===== config.mk =====
export PLATFORM = sky130hd
export DESIGN_NAME = irq_encoder_8to3
export DESIGN_NICKNAME = d
export VERILOG_FILES = /design/src/rtl/irq_encoder_8to3_pkg.sv /design/src/rtl/prio_enc_8to3.sv /design/src/rtl/irq_encoder_8to3.sv
export SDC_FILE = /design/constraint.sdc
export NUM_CORES = 1
export LEC_CHECK = 0
export CAP_MARGIN = 10
export CORE_MARGIN = 8
export CORE_UTILIZATION = 35
export DETAILED_ROUTE_END_ITERATION = 8
export GPL_TIMING_DRIVEN = 1
export PLACE_DENSITY = 0.69
export SLEW_MARGIN = 20
export SYNTH_ARGS = -nofsm -noshare
export SYNTH_HDL_FRONTEND = slang
export SYNTH_SLANG_ARGS = --single-unit
export TNS_END_PERCENT = 50

===== constraint.sdc =====
create_clock -name clk -period 1.1 [get_ports clk]
set_clock_uncertainty 0.05 [all_clocks]
set_input_delay 0.11 -clock clk [delete_from_list [all_inputs] [get_ports clk]]
set_output_delay 0.11 -clock clk [all_outputs]
set_load 0.05 [all_outputs]

===== src/rtl/irq_encoder_8to3_pkg.sv =====
// Shared constants and state encoding for the 8-to-3 interrupt encoder.
package irq_encoder_8to3_pkg;

  localparam int unsigned IRQ_LINES  = 8;
  localparam int unsigned IRQ_CODE_W = 3;

  typedef enum logic [0:0] {
    ST_IDLE    = 1'b0,
    ST_PRESENT = 1'b1
  } irq_state_t;

endpackage


===== src/rtl/prio_enc_8to3.sv =====
// Combinational 8-to-3 priority encoder; the highest set index wins.
module prio_enc_8to3
  import irq_encoder_8to3_pkg::*;
(
  input  logic [IRQ_LINES-1:0]  vec,
  output logic                  any,
  output logic [IRQ_CODE_W-1:0] idx
);

  // Ascending scan so the last (highest) set bit overrides lower ones.
  always_comb begin
    any = |vec;
    idx = '0;
    for (int unsigned i = 0; i < IRQ_LINES; i++) begin
      if (vec[i]) idx = IRQ_CODE_W'(i);
    end
  end

endmodule


===== src/rtl/irq_encoder_8to3.sv =====
// Registered interrupt request encoder with pending latch and valid/ack handshake.
module irq_encoder_8to3
  import irq_encoder_8to3_pkg::*;
#(
  parameter logic [IRQ_LINES-1:0] EDGE_MASK = 8'hFF
) (
  input  logic                  clk,
  input  logic                  rst,
  input  logic [IRQ_LINES-1:0]  req,
  input  logic [IRQ_LINES-1:0]  mask,
  input  logic                  ack,
  output logic                  valid,
  output logic [IRQ_CODE_W-1:0] code,
  output logic [IRQ_LINES-1:0]  pending
);

  irq_state_t                state, state_n;
  logic [IRQ_LINES-1:0]      req_prev;
  logic [IRQ_LINES-1:0]      pending_n;
  logic                      cand_any;
  logic [IRQ_CODE_W-1:0]     cand_idx;
  logic [IRQ_CODE_W-1:0]     code_n;
  logic                      valid_n;

  prio_enc_8to3 u_prio (
    .vec (pending & mask),
    .any (cand_any),
    .idx (cand_idx)
  );

  // Pending next value: edge lines set on rising edge and clear on ack of
  // their own code (a coincident new edge wins); level lines track req.
  always_comb begin
    pending_n = '0;
    for (int unsigned i = 0; i < IRQ_LINES; i++) begin
      if (EDGE_MASK[i]) begin
        pending_n[i] = (req[i] & ~req_prev[i]) |
                       (pending[i] & ~(state == ST_PRESENT && ack &&
                                       code == IRQ_CODE_W'(i)));
      end else begin
        pending_n[i] = req[i];
      end
    end
  end

  // Request history and pending latch; req_prev loads req during reset so a
  // line held through reset produces no edge.
  always_ff @(posedge clk) begin
    req_prev <= req;
    if (rst) pending <= '0;
    else     pending <= pending_n;
  end

  // State, code and valid registers.
  always_ff @(posedge clk) begin
    if (rst) begin
      state <= ST_IDLE;
      code  <= '0;
      valid <= 1'b0;
    end else begin
      state <= state_n;
      code  <= code_n;
      valid <= valid_n;
    end
  end

  // Next-state: arbitrate only in IDLE, leave PRESENT only on ack.
  always_comb begin
    state_n = state;
    unique case (state)
      ST_IDLE:    if (cand_any) state_n = ST_PRESENT;
      ST_PRESENT: if (ack)      state_n = ST_IDLE;
      default:    state_n = ST_IDLE;
    endcase
  end

  // Output next values: code captured on entry to PRESENT and frozen there.
  always_comb begin
    code_n  = code;
    valid_n = valid;
    unique case (state)
      ST_IDLE: begin
        valid_n = cand_any;
        if (cand_any) code_n = cand_idx;
      end
      ST_PRESENT: if (ack) valid_n = 1'b0;
      default:    valid_n = 1'b0;
    endcase
  end

endmodule


* After elaboration in Yosys (flattened, before gate mapping) *
Index checks and enable logic that the tools add are counted.

cells by class
  equality and inequality tests = 8
  multiplexer cells = 12
  bitwise operators = 42
  reductions and logical operators = 12

operators by type and width
  operator            count
  $not 1->1           17
  $and 1x1->1         16
  $eq 3x3->1 const B  4
  $mux 3              4
  $logic_and 1x1->1   9
  $and 8x8->8         1
  $or 1x1->1          8
  $reduce_or 8->1     1
  $eq 3x2->1 const B  2
  $mux 1              4
  $mux 2              2
  $pmux 1 s2          2
  $eq 3x1->1 const B  1
  $logic_not 3->1     1
  $ne 2x2->1 const B  1
  $reduce_and 2->1    1

word-level totals
  bits in registers = 21
  bits of input ports = 19
  output and inout bits = 12
  logic and storage cells = 79

* Logic depth before layout (Yosys ltp) *
  word-level depth = 8
  gate-level depth with buffers = 4
  mapped depth without buffers = 4

* Cells and area by module *
From an unflattened synthesis, not the netlist that was laid out.

second synthesis, totals
  cell total of the unflattened synthesis = 82
  area total of the unflattened synthesis = 798.3 um2

modules (own cells, without submodules)
  module            instances  cells an instance  area each (um2)  sequential area each (um2)
  irq_encoder_8to3  1          70                 732.0            420.4
  prio_enc_8to3     1          12                 66.3             0.0

* Worst setup path after synthesis *
Ideal clock, no wire load.

  kind = reg-to-reg
  start point = register pending[3]
  end point = register code[1]
  library setup time = 91 ps
  arrival = 1,402 ps
  required time = 959 ps
  setup slack = -443 ps
  stages on the path, launching flop included = 5
  buffers on the path = 0
  clock period less this slack = 1,543 ps
  cell sequence = dfxtp_1 > a22oi_2 > a41oi_4 > nor2_2 > a311oi_1

between the ends
  longest elaborated chain between the ends = 6
  elaborated cells between the ends (all ways) = 8
  those cells by class = mux (5); bitwise (1); reduce/logical (2)

ends and longest elaborated chain
  what                    line                    RTL
  from (decl)             irq_encoder_8to3.sv:14  output logic [IRQ_LINES-1:0] pending
  from (signal assigned)  irq_encoder_8to3.sv:51  else pending <= pending_n;
  $and 8x8->8 *           irq_encoder_8to3.sv:26  .vec (pending & mask),
  $mux 2                  prio_enc_8to3.sv:15     if (vec[i]) idx = IRQ_CODE_W'(i);
  $mux 3 (4 in series)    prio_enc_8to3.sv:15
  to (signal assigned)    irq_encoder_8to3.sv:62  code <= code_n;
  to (decl)               irq_encoder_8to3.sv:13  output logic [IRQ_CODE_W-1:0] code,

Every way passes the cells marked *; elsewhere a longest branch is shown, timed or not.
A chain may end at the register's enable or synchronous reset.

* Worst setup path in the final report *
  start point = register pending[3]
  end point = register code[0]

Same word-level chain as after synthesis.

==> results_dict.tcl <==
set metrics [dict create \
    synthTopCellsByArea "dfxtp_1, nand2b_1, a22oi_4, a21oi_1, o21ai_0" \
    period_share 1.11 \
    post-place-cells 153 \
    wl_per_cell_um 13.7 \
    cp-end-kind "register" \
    syn_inst 76 \
    clock-sinks 21 \
    design_area_um2 1550 \
    yosysSeqAreaShare 0.521 \
    fp.dieW_um 64.0 \
    hold_viol 0 \
    start_util 0.368 \
    io_pins 31 \
    clk_pin_slew_worst_paths_ps 110 \
    grt_pass1_wl_mm 3.67 \
    root_buffer "clkbuf_4" \
    grt.total_usage 0.109 \
    cts_tree "done" \
    reg2reg_depth 4 \
    viasPerCell 4.86 \
    setup_viol 8 \
    drc_errors 0 \
    avgSynthCellArea_um2 10.6 \
    worstSetupPathType "reg -> reg" \
    maxCapViolCount 0 \
    min_period_ps 1230 \
    drive_gt1_frac 0.462 \
    dp_hpwl_mm 1.75 \
    grt-busiest-layer "met2" \
    cts_buffer_depth 2 \
    grt_overflow_total 0 \
    max-slew-margin-rel 0.805 \
    failed_checks "setup timing" \
    grt_util_met3 0.0401 \
    stdcell_count 160 \
    grt_max_degree 13 \
    p_leak_uw 0.000622 \
    clock_latency_ps 290 \
    h-tree-depth 1 \
    tightestPinTransition_ps 292 \
    worstPathMaxFanout 6 \
    pre_cts_slack_ps -407 \
    synth_top_area_frac 0.521 \
    yosysTopAreaCell "dfxtp_1" \
    timing.final.ws_setup_ps -126 \
    max_clock_freq_ghz 0.816 \
    rows 17 \
    drtIter0Drc 23 \
    place.gp.congestion 0.798 \
    ant_nets 0 \
    cp.required_ps 1260 \
    totalWireLength_mm 2.20 \
    num_vias 778 \
    hold_path_startpoint "req[5]" \
    syn_to_final_growth_pct 92.4 \
    antennaDiodeCount 0 \
    grt_pass1_vias 825 \
    arrival_ps 1380 \
    dpl_cell_area_um2 1440 \
    hp-class "in -> reg" \
    core_um2 2190 \
    startpoint_type "register" \
    final_common_cell "clkdlybuf4s50_1" \
    firstDrtPassIters 4 \
    syn-num-nets 95 \
    slew_violations 0 \
    met1_usage 0.132 \
    vdd_ir_drop_max_mv 0.870 \
    cp-startpoint "pending[3]" \
    nNetsFinal 152 \
    p_per_area_nw_per_um2 1270 \
    yosys_warnings 0 \
    syn_area_um2 807 \
    cts_buffers 3 \
    r2r-start "pending[3]" \
    die_h_um 64.0 \
    outcome "finished, violations left" \
    postCtsHoldBufs 0 \
    final_cell_mix "clkdlybuf4s50_1, buf_4, buf_12, nand2b_1, dfxtp_1" \
    port_buffers 30 \
    worst_hold_slack_ps 230 \
    antenna_found_initial 0 \
    min_delay_path_depth 1 \
    yosys_register_bits 21 \
    ys_types 22 \
    use_met2 0.173 \
    rsz0062_at_grt "yes" \
    dieArea_um2 4100 \
]
## cell usage after synthesis
master / instances
a21oi_1: 8
o21ai_0: 6
a41oi_4: 1
a22oi_2: 2
nand3b_1: 1
inv_1: 1
a211oi_1: 2
nor2_2: 1
a32o_1: 2
a31oi_1: 2
a21o_1: 1
clkbuf_1: 1
a22oi_4: 2
nor2_1: 3
a311oi_1: 1
a21oi_2: 1
dfxtp_1: 21
nand4_1: 1
nand3_1: 1
nand2b_1: 12
nand2_1: 4
o31ai_1: 2
## worst paths after layout
kind                 endpoint  slack (ps)
setup / recovery      code[0]        -130
hold / removal    req_prev[5]         230
setup reg to reg      code[0]        -130
hold reg to reg    pending[3]         430
## sequential cells by signal, indices dropped and copies added, names as in the netlist
name      cells
pending       8
req_prev      8
code          3
state         1
valid         1
## repair_timing
item	CTS	global route
gates resized for setup	9	5
endpoints found under the hold margin	0	0
pin swaps	5	7
setup endpoints to repair	13	19
cloned	0	0
buffers inserted	0	3
## per-layer routing
metal,wire [um],vias up
met1,1050,350
li1,-,397
met4,41,0
met2,982,27
met5,0,-
met3,120,4
## cell families (layout without fill, tap and decap cells)
| kind of cell | after synthesis | count (layout) | synth area share |
|---|---|---|---|
| AOI/OAI and AO/OA | 30 | 30 | 0.313 |
| buffers and inverters | 2 | 58 | 0.00929 |
| DFF | 21 | 21 | 0.521 |
| and+or+nand+nor | 23 | 23 | 0.157 |
## stage by stage
| stage | utilization | setup TNS (ps) | total power [uW] |
|---|---|---|---|
| 6_report | 0.709 | -616 | 1980 |
| 5_1_grt | 0.709 | -1320 | 2080 |
| 4_1_cts | 0.688 | -574 | 1960 |
| 3_5_place_dp | 0.659 | -2880 | 1590 |
| 3_3_place_gp | 0.659 | -2710 | 1580 |
| 2_1_floorplan | - | -967 | 1190 |
## power breakdown
part           switching, uW  internal (uW)
Combinational            329            402
Sequential              73.3            822
Clock                    217            135
Total                    619           1360
## final cells by class
cell class / instances / area, um^2
fillers: 155 / 638
flip-flops and latches: 21 / 457
well taps: 28 / 35.0
repair buffers: 53 / 627
inverters: 1 / 3.75
multi-input cells: 53 / 403
clock buffers: 3 / 22.5
clock inverters: 1 / 5.00
## critical path, cell delays in order, from the launching register on
cell      delay (ps)
dfxtp_4          380
a22oi_2          100
a41oi_4          320
nor2_1            90
a211oi_1         200
(Power assumes the default switching activity.)
